[src/rtl/motor_rr_scheduler.sv]
// rtl/motor_rr_scheduler.sv - round-robin scheduler sharing one motor power feed among N_MOT motors
//
// Purpose : grants the power feed to at most one requesting motor at a time.
//           Every switch-over passes through an all-off dead-time. A time slice
//           applies only while another motor is waiting, and a minimum on-time
//           prevents short-cycling.
// Optional: define MOTOR_FAULT_MASK_EN to add per-motor fault masking and a sticky trip flag.
//
// Ports   : i_clk        clock
//           i_rst        synchronous reset, active-high
//           i_en         level, 0 flushes to IDLE (no dead-time)
//           i_test       level, 1 = tick at 10 Hz instead of 1 Hz
//           i_req        level requests (synchronised, debounced)
//           i_fault      level per-motor fault      (MOTOR_FAULT_MASK_EN only)
//           o_fault_trip sticky fault trip flag     (MOTOR_FAULT_MASK_EN only)
//           o_grant      one-hot or zero motor enables
//           o_cur_idx    index of the last granted motor
//           o_active     high in RUN
//           o_dead       high in DEAD
//           o_sec_cnt    tick count in the current state, saturating
module motor_rr_scheduler #(
    parameter int CLK_HZ     = 25_000_000,
    parameter int N_MOT      = 4,
    parameter int T_SLICE_S  = 30,
    parameter int T_MIN_ON_S = 5,
    parameter int T_DEAD_S   = 2
) (
    input  logic                     i_clk,
    input  logic                     i_rst,
    input  logic                     i_en,
    input  logic                     i_test,
    input  logic [N_MOT-1:0]         i_req,
`ifdef MOTOR_FAULT_MASK_EN
    input  logic [N_MOT-1:0]         i_fault,
    output logic                     o_fault_trip,
`endif
    output logic [N_MOT-1:0]         o_grant,
    output logic [$clog2(N_MOT)-1:0] o_cur_idx,
    output logic                     o_active,
    output logic                     o_dead,
    output logic [15:0]              o_sec_cnt
);

    localparam int IW = $clog2(N_MOT);
    localparam int PW = $clog2(CLK_HZ + 1);

    localparam logic [1:0] S_IDLE = 2'd0;
    localparam logic [1:0] S_RUN  = 2'd1;
    localparam logic [1:0] S_DEAD = 2'd2;

    localparam logic [15:0] L_SLICE  = 16'(T_SLICE_S);
    localparam logic [15:0] L_MIN_ON = 16'(T_MIN_ON_S);
    localparam logic [15:0] L_DEAD   = 16'(T_DEAD_S);
    localparam logic [N_MOT-1:0] L_ONE = {{(N_MOT-1){1'b0}}, 1'b1};

    logic [1:0]       r_state;
    logic [N_MOT-1:0] r_grant;
    logic [IW-1:0]    r_cur_idx;
    logic [15:0]      r_sec_cnt;
    logic [PW-1:0]    r_presc;

    logic [N_MOT-1:0] w_req_eff;
    logic             w_fault_cur;
    logic [N_MOT-1:0] w_cur_mask;
    logic             w_other;
    logic [PW-1:0]    w_div_m1;
    logic             w_tick;
    logic [IW-1:0]    w_pick;

`ifdef MOTOR_FAULT_MASK_EN
    logic r_fault_trip;

    assign w_req_eff   = i_req & ~i_fault;
    assign w_fault_cur = i_fault[r_cur_idx];
    assign o_fault_trip = r_fault_trip;

    // Sticky until reset; en=0 flushes before a trip can be taken.
    always_ff @(posedge i_clk) begin
        if (i_rst) begin
            r_fault_trip <= 1'b0;
        end else if (i_en && (r_state == S_RUN) && w_fault_cur) begin
            r_fault_trip <= 1'b1;
        end
    end
`else
    assign w_req_eff   = i_req;
    assign w_fault_cur = 1'b0;
`endif

    assign w_cur_mask = L_ONE << r_cur_idx;
    assign w_other    = |(w_req_eff & ~w_cur_mask);

    // Comparing with >= keeps the prescaler safe when i_test flips mid-count:
    // a count already past the shorter limit ticks at once instead of wrapping.
    assign w_div_m1 = i_test ? PW'(CLK_HZ / 10 - 1) : PW'(CLK_HZ - 1);
    assign w_tick   = (r_presc >= w_div_m1);

    // Search cur_idx+1, cur_idx+2, ... and cur_idx last. The loop runs from the
    // farthest offset down so the nearest requester is the final assignment.
    always_comb begin
        w_pick = r_cur_idx;
        for (int k = N_MOT; k >= 1; k--) begin
            if (w_req_eff[(int'(r_cur_idx) + k) % N_MOT]) begin
                w_pick = IW'((int'(r_cur_idx) + k) % N_MOT);
            end
        end
    end

    always_ff @(posedge i_clk) begin
        if (i_rst) begin
            r_state   <= S_IDLE;
            r_grant   <= '0;
            r_cur_idx <= IW'(N_MOT - 1);
            r_sec_cnt <= '0;
            r_presc   <= '0;
        end else if (!i_en) begin
            // Flush: no dead-time, cur_idx kept so round-robin order survives.
            r_state   <= S_IDLE;
            r_grant   <= '0;
            r_sec_cnt <= '0;
            r_presc   <= '0;
        end else begin
            case (r_state)
                S_IDLE: begin
                    r_sec_cnt <= '0;
                    r_presc   <= '0;
                    if (|w_req_eff) begin
                        r_state   <= S_RUN;
                        r_cur_idx <= w_pick;
                        r_grant   <= L_ONE << w_pick;
                    end
                end
                S_RUN: begin
                    // Fault, release after min-on, and preempt after slice all
                    // collapse into one transition to DEAD.
                    if (w_fault_cur ||
                        ((r_sec_cnt >= L_MIN_ON) && !i_req[r_cur_idx]) ||
                        ((r_sec_cnt >= L_SLICE) && w_other)) begin
                        r_state   <= S_DEAD;
                        r_grant   <= '0;
                        r_sec_cnt <= '0;
                        r_presc   <= '0;
                    end else begin
                        r_presc <= w_tick ? '0 : r_presc + 1'b1;
                        if (w_tick && (r_sec_cnt != 16'hFFFF)) begin
                            r_sec_cnt <= r_sec_cnt + 16'd1;
                        end
                    end
                end
                S_DEAD: begin
                    if (r_sec_cnt >= L_DEAD) begin
                        r_sec_cnt <= '0;
                        r_presc   <= '0;
                        if (|w_req_eff) begin
                            r_state   <= S_RUN;
                            r_cur_idx <= w_pick;
                            r_grant   <= L_ONE << w_pick;
                        end else begin
                            r_state <= S_IDLE;
                        end
                    end else begin
                        r_presc <= w_tick ? '0 : r_presc + 1'b1;
                        if (w_tick && (r_sec_cnt != 16'hFFFF)) begin
                            r_sec_cnt <= r_sec_cnt + 16'd1;
                        end
                    end
                end
                default: begin
                    r_state   <= S_IDLE;
                    r_grant   <= '0;
                    r_sec_cnt <= '0;
                    r_presc   <= '0;
                end
            endcase
        end
    end

    assign o_grant   = r_grant;
    assign o_cur_idx = r_cur_idx;
    assign o_active  = (r_state == S_RUN);
    assign o_dead    = (r_state == S_DEAD);
    assign o_sec_cnt = r_sec_cnt;

`ifndef SYNTHESIS
    a_grant_onehot0: assert property (@(posedge i_clk) $onehot0(o_grant));
`endif

endmodule

[config.mk]
export PLATFORM = sky130hd
export DESIGN_NAME = motor_rr_scheduler
export DESIGN_NICKNAME = d
export VERILOG_FILES = /design/src/rtl/motor_rr_scheduler.sv
export SDC_FILE = /design/constraint.sdc
export NUM_CORES = 1
export LEC_CHECK = 0
export CELL_PAD_IN_SITES_DETAIL_PLACEMENT = 1
export CELL_PAD_IN_SITES_GLOBAL_PLACEMENT = 1
export CORE_MARGIN = 8
export CORE_UTILIZATION = 43
export CTS_CLUSTER_SIZE = 24
export DETAILED_ROUTE_END_ITERATION = 16
export PLACE_DENSITY = 0.78
export SYNTH_ARGS = -nofsm -noshare
export SYNTH_HDL_FRONTEND = slang
export SYNTH_SLANG_ARGS = --single-unit
[constraint.sdc]
create_clock -name i_clk -period 2.32 [get_ports i_clk]
set_input_delay 0.232 -clock i_clk [delete_from_list [all_inputs] [get_ports i_clk]]
set_output_delay 0.232 -clock i_clk [all_outputs]
set_load 0.005 [all_outputs]
# [Word-level counts from Yosys, hierarchy flattened]
# Cells that the tools add are included.
[word_totals] register_bits=49 inputBits=8 output_inout_bits=24 word_cells=91
[classes] addsub=6 order_cmp=9 eq_ne=6 shifts=2 n_mux=39 bitwise=7 n_reduce_logical=17
[ops] op="two-way mux 25 bit" count=4
[ops] op="case mux 25 bit (2 select lines)" count=1
[ops] op="two-way mux 16 bit" count=3
[ops] op="case mux 16 bit (2 select lines)" count=1
[ops] op="adder 25 x 1 -> 25 bit, second input constant" count=1
[ops] op=">= comparator 25 bit" count=1
[ops] op="two-way mux 2 bit" count=9
[ops] op="adder 16 x 1 -> 16 bit, second input constant" count=1
[ops] op=">= comparator 16 x 2 -> 1 bit, second input constant" count=1
[ops] op=">= comparator 16 x 3 -> 1 bit, second input constant" count=1
[ops] op=">= comparator 16 x 5 -> 1 bit, second input constant" count=1
[ops] op="< comparator 3 x 4 -> 1 bit, second input constant" count=4
[ops] op="!= test 16 bit, second input constant" count=1
[ops] op="two-way mux 4 bit" count=3
[ops] op="case mux 4 bit (3 select lines)" count=1
[ops] op="binary-select mux 1 bit (select 2 bit)" count=5
[ops] op="two-way mux 1 bit" count=10
[ops] op="OR reduction 2 bit" count=5
[ops] op="OR reduction 4 bit" count=2
[ops] op="<< shifter 1 x 2 -> 4 bit, first input constant" count=2
[ops] op="case mux 2 bit (3 select lines)" count=1
[ops] op="AND reduction 3 bit" count=2
[ops] op="adder 2 x 1 -> 2 bit, second input constant" count=2
[ops] op="adder 2 bit, second input constant" count=2
[ops] op="other kinds (16)" count=22

# [Longest topological paths before layout]
# Gate-level depths: netlist of run 1.
[logic_depth] ltp_word=14 mapped_depth=9 ltp_nobuf=8

# [Worst setup path after synthesis of run 1]
# OpenSTA, ideal clock, no wires.
[synth_timing] path_type="reg2reg" start="register r_sec_cnt[1], in the netlist o_sec_cnt[1]" end="register r_sec_cnt[2], in the netlist o_sec_cnt[2]" setup_time_ns=0.070 arrival_ns=1.897 t_required_ns=2.250 path_slack_ns=0.353 stages_incl_launch_ff=8 path_buffers=0 period_less_slack_ns=1.967 path_cell_list="dfxtp_1 ha_1 nand4_1 or3_1 or2_1 o31a_1 a21o_1 a21oi_1"
[synth_via] elab_chain_cells=5 word_cells_on_any_way=13 cone_classes="add/sub (1); order compare (3); eq/ne (1); mux (4); reduce/logical (4)"
[synth_rtl] element="start, declared" line_no="59" source="logic [15:0] r_sec_cnt;"
[synth_rtl] element="start signal, assigned" line_no="146" source="r_sec_cnt <= r_sec_cnt + 16'd1;"
[synth_rtl] element="start signal, assigned" line_no="164" source="r_sec_cnt <= r_sec_cnt + 16'd1;"
[synth_rtl] element=">= comparator 16 x 3 -> 1 bit (tied with other cells)" line_no="137" source="((r_sec_cnt >= L_MIN_ON) && !i_req[r_cur_idx]) ||"
[synth_rtl] element="logical AND 1 bit (on tied branches)"
[synth_rtl] element="logical OR 1 bit / two-way mux 16 bit (equally long branches)" line_no="137, 145, 163"
[synth_rtl] element="two-way mux 16 bit (on tied branches)" line_no="136, 151"
[synth_rtl] element="case mux 16 bit (2 select lines) *" line_no="123" source="case (r_state)"
# Mark *: on every way between the ends. The rest lies on a longest branch, timed or not.
# A chain may end at the register's enable or synchronous reset.

# [Worst setup path after layout of run 1]
[layout_timing] start="register r_presc[22]" end="register r_sec_cnt[1], in the netlist o_sec_cnt[1]"
[layout_via] elab_chain_cells=5 word_cells_on_any_way=6 cone_classes="order compare (1); mux (4); reduce/logical (1)"
[layout_rtl] element="start, declared" line_no="60" source="logic [PW-1:0] r_presc;"
[layout_rtl] element="start signal, assigned" line_no="144" source="r_presc <= w_tick ? '0 : r_presc + 1'b1;"
[layout_rtl] element="start signal, assigned" line_no="162" source="r_presc <= w_tick ? '0 : r_presc + 1'b1;"
[layout_rtl] element=">= comparator 25 bit *" line_no="96" source="assign w_tick = (r_presc >= w_div_m1);"
[layout_rtl] element="logical AND 1 bit *" line_no="145, 163"
[layout_rtl] element="two-way mux 16 bit *"
[layout_rtl] element="two-way mux 16 bit (on tied branches)"
[layout_rtl] element="case mux 16 bit (2 select lines) *"
# Marks and branches as above.

==> results of run 1 <==
## Yosys cell counts (2+ instances only)
master,number,area [um2]
and3_1,4,25.02
buf_2,3,15.01
a21o_1,2,15.01
o41ai_1,2,17.52
buf_6,3,33.78
o21a_1,3,22.52
nand3_1,18,90.09
a31o_2,4,35.03
dfxtp_1,49,980.9
nor4_4,3,63.81
xor2_1,14,122.6
ha_1,26,325.3
mux2i_1,3,30.03
xnor2_1,15,131.4
nor2_1,50,187.7
o22ai_1,3,18.77
inv_1,24,90.09
and2b_2,3,26.28
and4_1,3,26.28
nand4b_1,4,35.03
o21ai_0,6,30.03
nand4_1,13,81.33
or3_1,4,25.02
o31a_1,2,17.52
o2bb2ai_1,4,35.03
nand2_1,16,60.06
or2_2,2,12.51
nand3b_1,2,15.01
nor3_1,10,50.05
a21oi_1,18,90.09
a311oi_1,5,43.79
## metrics by stage
stage          hold WS [ns]  area [um2]  total power, mW  setup TNS [ns]
2_1_floorplan        0.3264        3090            1.057               0
3_3_place_gp         0.4486        3646            1.139          -12.65
3_5_place_dp         0.4555        3646            1.150          -16.84
4_1_cts              0.4825        3777            1.656               0
5_1_grt              0.4945        3924            1.720         -0.1466
6_report             0.4768        3924            1.638               0
## metal layers
metal	part of all wire	wire length, um	up-vias
met4	0.011	89	0
met3	0.030	238	10
met5	0	0	-
met2	0.52	4181	30
met1	0.44	3530	1360
li1	-	-	1378
## worst max-delay path, delay by kind of cell (launching register included)
family / cells / cell delay, ns
simple gates: 3 / 0.65
fa+ha+maj: 1 / 0.26
mux: 1 / 0.22
flops: 1 / 0.37
compound gates: 2 / 0.62
## path summary, 6_finish.rpt
| check | slack, ns | to |
|---|---|---|
| setup / recovery | 0.10 | o_sec_cnt[1] |
| hold / removal | 0.48 | o_grant[1] |
| setup reg to reg | 0.10 | o_sec_cnt[1] |
| hold reg to reg | 0.48 | o_grant[1] |
## flip-flops by register name, summed over array words and instances, names as in the netlist
register,flops
o_sec_cnt,16
o_cur_idx,2
r_presc,25
r_state,2
o_grant,4
## repair_timing
| action | CTS | global route |
|---|---|---|
| gates cloned | 0 | 0 |
| pin swaps | 4 | 8 |
| setup buffers | 1 | 6 |
| hold buffers | 0 | 0 |
| endpoints found under the setup margin | 41 | 38 |
| resized for setup | 6 | 24 |
## cell families (layout without fill, tap and decap cells)
| kind of cell | Yosys count | count (layout) |
|---|---|---|
| AOI/OAI and AO/OA | 64 | 64 |
| xor gates and xnor gates | 29 | 29 |
| adders and majority gates | 26 | 26 |
| buffers and inverters | 32 | 92 |
| DFF | 49 | 49 |
| muxes | 5 | 5 |
| and+or+nand+nor | 146 | 146 |
## area by class of cell
class / count / area, um2
clock buffers: 5 / 68.82
repair buffers: 60 / 544.3
inverters: 24 / 90.09
well taps: 99 / 123.9
flip-flops and latches: 49 / 999.7
clock inverters: 3 / 17.52
fillers: 838 / 3174
multi-input cells: 270 / 2079
## report_power, final
group          switching (mW)  internal [mW]  total, mW
sequential             0.0195          0.852      0.872
combinational           0.131          0.130      0.261
clock                   0.296          0.209      0.505
total                   0.447           1.19       1.64
==> flow_metrics.py, run 1 <==
metrics = {
    "power": {
        "ir_worst_vdd_uv": 311.5,
        "power.leakage_nw": 1.374,
        "p_per_area_nw_per_um2": 417.4,
    },
    "final_layout": {
        "utilization": 0.5528,
        "final_common_cell": "nor2_1",
        "final_cell_mix": "50 x nor2_1, 38 x dfxtp_1, 30 x clkdlybuf4s50_1",
        "drive_gt1_frac": 0.2068,
        "fin_cells": 510,
        "diodes": 0,
        "final_nets": 444,
        "area_growth_pct": 26.96,
    },
    "placement": {
        "dp_cells": 495,
        "gp_congestion": 0.7773,
        "dpl.hpwl_um": 5915,
        "place_worst_setup_slack_ns": -0.5283,
        "io_buffers": 31,
    },
    "timing": {
        "fmaxAchievable_mhz": 450.9,
        "hold_viol_final": 0,
        "setup_ws_ns": 0.1020,
        "fin_skew_ns": 0.005028,
        "period_minus_slack_ns": 2.218,
        "max_slew_margin": 0.6832,
        "tightestPinTransition_ns": 0.4708,
        "slew_violations": 0,
        "final-setup-viol-count": 0,
        "fin_crit_sh": 0.9560,
    },
    "critical_path": {
        "path_cells": "ha_4 > nand4b_1 > nor4_4 > o31a_1 > o31a_1 > mux2i_1 > nor2_1",
        "cp.arrival_ns": 2.42,
        "critPathCaptureType": "flip-flop",
        "startpoint_type": "flip-flop",
        "rr_startpoint": "r_presc[22]",
        "worst-r2r-cell-count": 7,
        "critical_path.max_stage_delay_ns": 0.37,
        "crit_fanout": 5,
        "path_class": "flip-flop to flip-flop",
        "critPathLaunch": "r_presc[22]",
        "crit_top_cell": "o31a_1",
        "required_ns": 2.52,
        "critPathSlowestCell": "dfxtp_4",
    },
    "global_route": {
        "overflow": 0,
        "grt_use_met2": 0.2934,
        "grt_max_degree": 26,
        "grt_busiest_layer": "met2",
        "grt_first_pass_wirelength_um": 13480,
        "antenna_found_initial": 0,
        "met3_usage": 0.02693,
        "grt_pass1_vias": 2885,
        "use_met1": 0.1868,
        "grt_use_total": 0.1604,
    },
    "drt": {
        "routed_wl_um": 8039,
        "vias_per_cell": 5.447,
        "post_drt_wl_per_cell_um": 15.76,
        "dr.pass1.iters": 4,
        "vias": 2778,
        "drtIter0Drc": 45,
        "drc": 0,
        "ant_nets": 0,
    },
    "synth": {
        "async_flop_share": 0,
        "synth_seq_cells": 49,
        "synth_top_family_by_area": "simple AND/OR/NAND/NOR gates",
        "synth-simple-area-share": 0.2729,
        "synth_fa_ha_area_frac": 0.1053,
        "yosys_warnings": 0,
        "synth_compound_area_frac": 0.1494,
        "ys_types": 64,
        "ys_seq_area_frac": 0.3174,
        "synthMuxAreaShare": 0.02551,
        "synth_area_per_cell_um2": 8.805,
        "synthesis.area_um2": 3090,
        "synth_edf_count": 0,
        "synthFlopType": "dfxtp_1",
        "syn_nets": 385,
        "synthXorXnorAreaFrac": 0.08219,
        "synth_cells": 351,
    },
    "clocking": {
        "numCtsBuffers": 5,
        "clock_path_buffers": 2,
        "htree_levels": 2,
        "cts_tree": "built",
        "clock_latency_ns": 0.30,
        "root_buffer": "clkbuf_8",
        "clock_sinks": 49,
        "clk_pin_slew_worst_paths_ns": 0.09,
    },
    "min_path": {
        "min_path_cells": 1,
        "worstHoldStart": "o_grant[1]",
        "hold_path_class": "flip-flop to flip-flop",
    },
    "die": {
        "start_util": 0.4354,
        "rows": 31,
        "design.die.area_um2": 10160,
        "die_x_um": 100.8,
        "core_area_um2": 7098,
        "io_pins": 32,
        "die_y_um": 100.8,
    },
    "status": {
        "status": "complete, no violations",
    },
    "job": {
        "cap_violations": 0,
    },
}
No activity file was read; power rests on OpenSTA's default activity.
==> run 2, diff against run 1 <==
==> constraint.sdc (replaced) <==
create_clock -name i_clk -period 2.32 [get_ports i_clk]
set_input_delay 0.232 -clock i_clk [delete_from_list [all_inputs] [get_ports i_clk]]
set_output_delay 0.232 -clock i_clk [all_outputs]
set_load 0.05 [all_outputs]
==> flow_metrics.py, run 2 (same netlist as run 1, synthesis figures left out) <==
metrics = {
    "die": {
        "die_y_um": 100.8,
        "design.die.area_um2": 10160,
        "io_pins": 32,
        "start_util": 0.4354,
        "die_x_um": 100.8,
        "rows": 31,
        "core_area_um2": 7098,
    },
    "drt": {
        "drc": 0,
        "drtIter0Drc": 43,
        "ant_nets": 0,
        "post_drt_wl_per_cell_um": 15.85,
        "vias_per_cell": 5.505,
        "dr.pass1.iters": 4,
        "routed_wl_um": 7974,
        "vias": 2769,
    },
    "final_layout": {
        "drive_gt1_frac": 0.1683,
        "final_cell_mix": "50 x nor2_1, 45 x dfxtp_1, 30 x clkdlybuf4s50_1",
        "final_nets": 437,
        "area_growth_pct": 24.74,
        "top_register": "r_presc",
        "final_cell_area_um2": 3855,
        "diodes": 0,
        "largest_register_ff_count": 25,
        "final_common_cell": "nor2_1",
    },
    "timing": {
        "slew_violations": 0,
        "tightestPinTransition_ns": 0.5094,
        "fin_tns_setup_ns": 0,
        "hold_viol_final": 0,
        "period_minus_slack_ns": 2.223,
        "fin_skew_ns": 0.01029,
        "fin_crit_sh": 0.9582,
        "fmaxAchievable_mhz": 449.8,
        "rsz0062_at_grt": "true",
        "final-setup-viol-count": 0,
        "max_slew_margin": 0.6572,
    },
    "placement": {
        "dpl.hpwl_um": 6004,
        "gp_congestion": 0.7873,
        "io_buffers": 31,
        "placed_cell_area_um2": 3640,
    },
    "critical_path": {
        "cp_top_family": "compound AO/OA/AOI/OAI gates",
        "startpoint_type": "primary input",
        "critPathCaptureType": "flip-flop",
        "critPathSlowestCell": "o41ai_1",
        "path_cells": "dlygate4sd2_1 > buf_6 > ha_1 > nand4b_1 > nor4_4 > o31a_1 > nor3_4 > o41ai_1 > a21oi_1",
        "cp.arrival_ns": 2.42,
        "crit_fanout": 7,
        "critical_path.max_stage_delay_ns": 0.38,
        "path_class": "primary input to flip-flop",
        "reg2reg_slack_ns": 0.11,
        "required_ns": 2.52,
        "cp.buffers_inverters": 2,
    },
    "global_route": {
        "overflow": 0,
        "grt_use_total": 0.1673,
        "grt_pass1_vias": 2918,
        "antenna_found_initial": 0,
        "grt_first_pass_wirelength_um": 14010,
        "grt_max_degree": 26,
    },
    "clocking": {
        "clock_path_buffers": 2,
        "htree_levels": 2,
        "root_buffer": "clkbuf_8",
        "cts_tree": "built",
        "clk_pin_slew_worst_paths_ns": 0.10,
        "clock_sinks": 49,
        "numCtsBuffers": 5,
        "clock_latency_ns": 0.31,
    },
    "min_path": {
        "hold_path_class": "flip-flop to flip-flop",
    },
    "power": {
        "p_per_area_nw_per_um2": 477.1,
        "ir_worst_vdd_uv": 270.2,
        "power.leakage_nw": 1.352,
    },
    "job": {
        "cap_violations": 0,
    },
    "status": {
        "status": "complete, no violations",
    },
}
[run 2: layout make-up]
type / count / area (um2)
fill: 846 / 3243
multi-input combinational: 270 / 2041
sequential: 49 / 985.9
timing repair buffer: 53 / 494.2
tap: 99 / 123.9
inverter: 24 / 90.09
clock buffer: 6 / 82.58
clock inverter: 2 / 37.54
[run 2: path summary, 6_finish.rpt]
path	from	end	depth (start not counted)
worst max-delay path	i_test	o_sec_cnt[11]	9
worst min-delay path	o_grant[3]	o_grant[3]	1
worst max register to register	r_presc[19]	o_sec_cnt[11]	7
worst min register to register	o_grant[3]	o_grant[3]	1
[run 2: stage by stage]
stage / hold slack [ns] / cells / setup slack, ns / power, mW / utilization
finish: 0.4688 / 503 / 0.09686 / 1.839 / 0.5431
global route: 0.5010 / 503 / -0.01254 / 1.932 / 0.5431
CTS: 0.4754 / 503 / 0.09831 / 1.867 / 0.5380
detailed placement: 0.4521 / 494 / -0.4345 / 1.198 / 0.5128
global placement: 0.4481 / 494 / -0.3431 / 1.184 / 0.5128
floorplan: 0.3264 / 351 / 0.001843 / 1.104 / -
[run 2: repair_timing]
| item | 4_1_cts | 5_1_grt |
|---|---|---|
| gates resized for setup | 7 | 10 |
| pin swaps | 3 | 8 |
| setup buffers | 1 | 0 |
| endpoints found under the setup margin | 39 | 35 |
| hold buffers | 0 | 0 |
[run 2: worst register-to-register path: stages (launching register included)]
cell     delay (ns)
dfxtp_1        0.38
ha_1           0.33
nand4_1        0.19
nor4_4         0.33
o31a_1         0.29
nor3_4         0.09
o41ai_1        0.38
a21oi_1        0.13
[run 2: power breakdown]
part / switching [mW] / internal [mW]
Combinational: 0.178 / 0.128
Sequential: 0.0208 / 0.855
Clock: 0.306 / 0.351
[run 2: layer usage]
layer,global-route usage,part of all wire
met5,0,0
met4,0.04651,0.012
met3,0.03039,0.027
met2,0.3051,0.51
met1,0.1927,0.45
==> run 3, diff against run 2 <==
--- a/config.mk
+++ b/config.mk
@@ -12,6 +12,7 @@
 export CTS_CLUSTER_SIZE = 24
 export DETAILED_ROUTE_END_ITERATION = 16
 export PLACE_DENSITY = 0.78
+export SKIP_CTS_REPAIR_TIMING = 1
 export SYNTH_ARGS = -nofsm -noshare
 export SYNTH_HDL_FRONTEND = slang
 export SYNTH_SLANG_ARGS = --single-unit
==> flow_metrics.py, run 3 (same netlist as run 1, synthesis figures left out) <==
metrics = {
    "min_path": {
        "min_path_cells": 1,
        "hold_path_class": "flip-flop to flip-flop",
        "whs_endpoint": "o_grant[3]",
        "worstHoldStart": "o_grant[3]",
    },
    "power": {
        "ir_worst_vdd_uv": 269.8,
        "p_per_area_nw_per_um2": 473.3,
        "power.leakage_nw": 1.370,
    },
    "final_layout": {
        "drive_gt1_frac": 0.1823,
        "diodes": 0,
        "area_growth_pct": 26.03,
        "final_common_cell": "nor2_1",
        "utilization": 0.5487,
        "top_register": "r_presc",
        "final_cell_mix": "50 x nor2_1, 42 x dfxtp_1, 30 x clkdlybuf4s50_1",
        "largest_register_ff_count": 25,
        "final_nets": 439,
        "final_cell_area_um2": 3895,
        "fin_cells": 505,
    },
    "placement": {
        "gp_congestion": 0.7873,
        "io_buffers": 31,
        "placed_cell_area_um2": 3640,
        "dpl.hpwl_um": 6004,
        "place_worst_setup_slack_ns": -0.4345,
        "dp_cells": 494,
    },
    "timing": {
        "fin_skew_ns": 0.01250,
        "period_minus_slack_ns": 2.260,
        "setup_ws_ns": 0.06047,
        "holdWs_ns": 0.4687,
        "final-setup-viol-count": 0,
        "fmaxAchievable_mhz": 442.6,
        "fin_crit_sh": 0.9739,
        "tightestPinTransition_ns": 0.5202,
        "max_slew_margin": 0.6500,
        "slew_violations": 0,
        "hold_viol_final": 0,
    },
    "critical_path": {
        "startpoint_type": "flip-flop",
        "critPathSlowestCell": "o41ai_1",
        "reg2reg_slack_ns": 0.06,
        "critical_path.max_stage_delay_ns": 0.41,
        "crit_fanout": 6,
        "cp.arrival_ns": 2.46,
        "critPathCaptureType": "flip-flop",
        "cp_top_family": "compound AO/OA/AOI/OAI gates",
        "cp.buffers_inverters": 0,
        "path_cells": "ha_1 > nand4b_1 > nor4_4 > o31a_1 > nor3_4 > o41ai_1 > a21oi_1",
        "required_ns": 2.52,
        "path_class": "flip-flop to flip-flop",
        "worst-r2r-cell-count": 7,
        "r2r-end": "o_sec_cnt[11]",
        "rr_startpoint": "r_presc[11]",
    },
    "global_route": {
        "antenna_found_initial": 0,
        "grt_max_degree": 26,
        "grt_pass1_vias": 2868,
        "overflow": 0,
        "grt_first_pass_wirelength_um": 13700,
        "grt_use_total": 0.1634,
    },
    "die": {
        "core_area_um2": 7098,
        "rows": 31,
        "design.die.area_um2": 10160,
        "io_pins": 32,
        "die_y_um": 100.8,
        "die_x_um": 100.8,
        "start_util": 0.4354,
    },
    "clocking": {
        "clk_pin_slew_worst_paths_ns": 0.10,
        "clock_latency_ns": 0.31,
        "clock_sinks": 49,
        "htree_levels": 2,
        "numCtsBuffers": 5,
        "clock_path_buffers": 2,
        "root_buffer": "clkbuf_8",
        "cts_tree": "built",
    },
    "drt": {
        "drc": 0,
        "post_drt_wl_per_cell_um": 16.31,
        "routed_wl_um": 8237,
        "vias_per_cell": 5.483,
        "ant_nets": 0,
        "vias": 2769,
        "dr.pass1.iters": 4,
        "drtIter0Drc": 70,
    },
    "job": {
        "cap_violations": 0,
    },
    "status": {
        "status": "complete, no violations",
    },
}
[run 3: worst max path at each step]
| stage | start | endpoint | slack (ns) | cells past startpoint |
|---|---|---|---|---|
| after floorplan | o_cur_idx[0] | o_grant[2] | 0.002 | 7 |
| after global placement | i_test | r_presc[13] | -0.34 | 10 |
| after detailed placement | i_test | o_sec_cnt[13] | -0.43 | 11 |
| after CTS | i_test | r_presc[22] | -0.13 | 10 |
| after global routing | r_presc[24] | o_sec_cnt[11] | -0.06 | 7 |
| final | r_presc[11] | o_sec_cnt[11] | 0.06 | 7 |
[run 3: final cells by class]
class | instances | area (um2)
tap | 99 | 123.9
sequential | 49 | 992.2
multi-input combinational | 270 | 2059
inverter | 24 | 90.09
clock inverter | 2 | 37.54
timing repair buffer | 55 | 509.2
clock buffer | 6 | 82.58
fill | 844 | 3203
[run 3: routing by layer]
metal  vias up  share of wire  global-route usage
li1       1364              -                   -
met1      1368           0.44              0.1922
met2        26           0.52              0.2950
met3        11          0.026             0.02901
met4         0          0.013             0.04186
met5         -              0                   0
[run 3: power by group]
part / total (mW) / internal [mW] / leakage [nW] / switching [mW]
Sequential: 0.875 / 0.854 / 0.398 / 0.0208
Combinational: 0.308 / 0.129 / 0.914 / 0.179
Clock: 0.660 / 0.351 / 0.0574 / 0.309
Total: 1.84 / 1.33 / 1.37 / 0.509
[run 3: stage by stage]
step / power (mW) / TNS, ns
6_report: 1.843 / 0
4_1_cts: 1.864 / -2.547
3_3_place_gp: 1.184 / -12.96
3_5_place_dp: 1.198 / -15.08
2_1_floorplan: 1.104 / 0
5_1_grt: 1.930 / -0.2232
[run 3: worst reg2reg max path, stage by stage, from the launching register on]
cell and delay, ns:
dfxtp_1 0.38, ha_1 0.34, nand4b_1 0.19, nor4_4 0.30, o31a_1 0.30, nor3_4 0.10, o41ai_1 0.42, a21oi_1 0.11
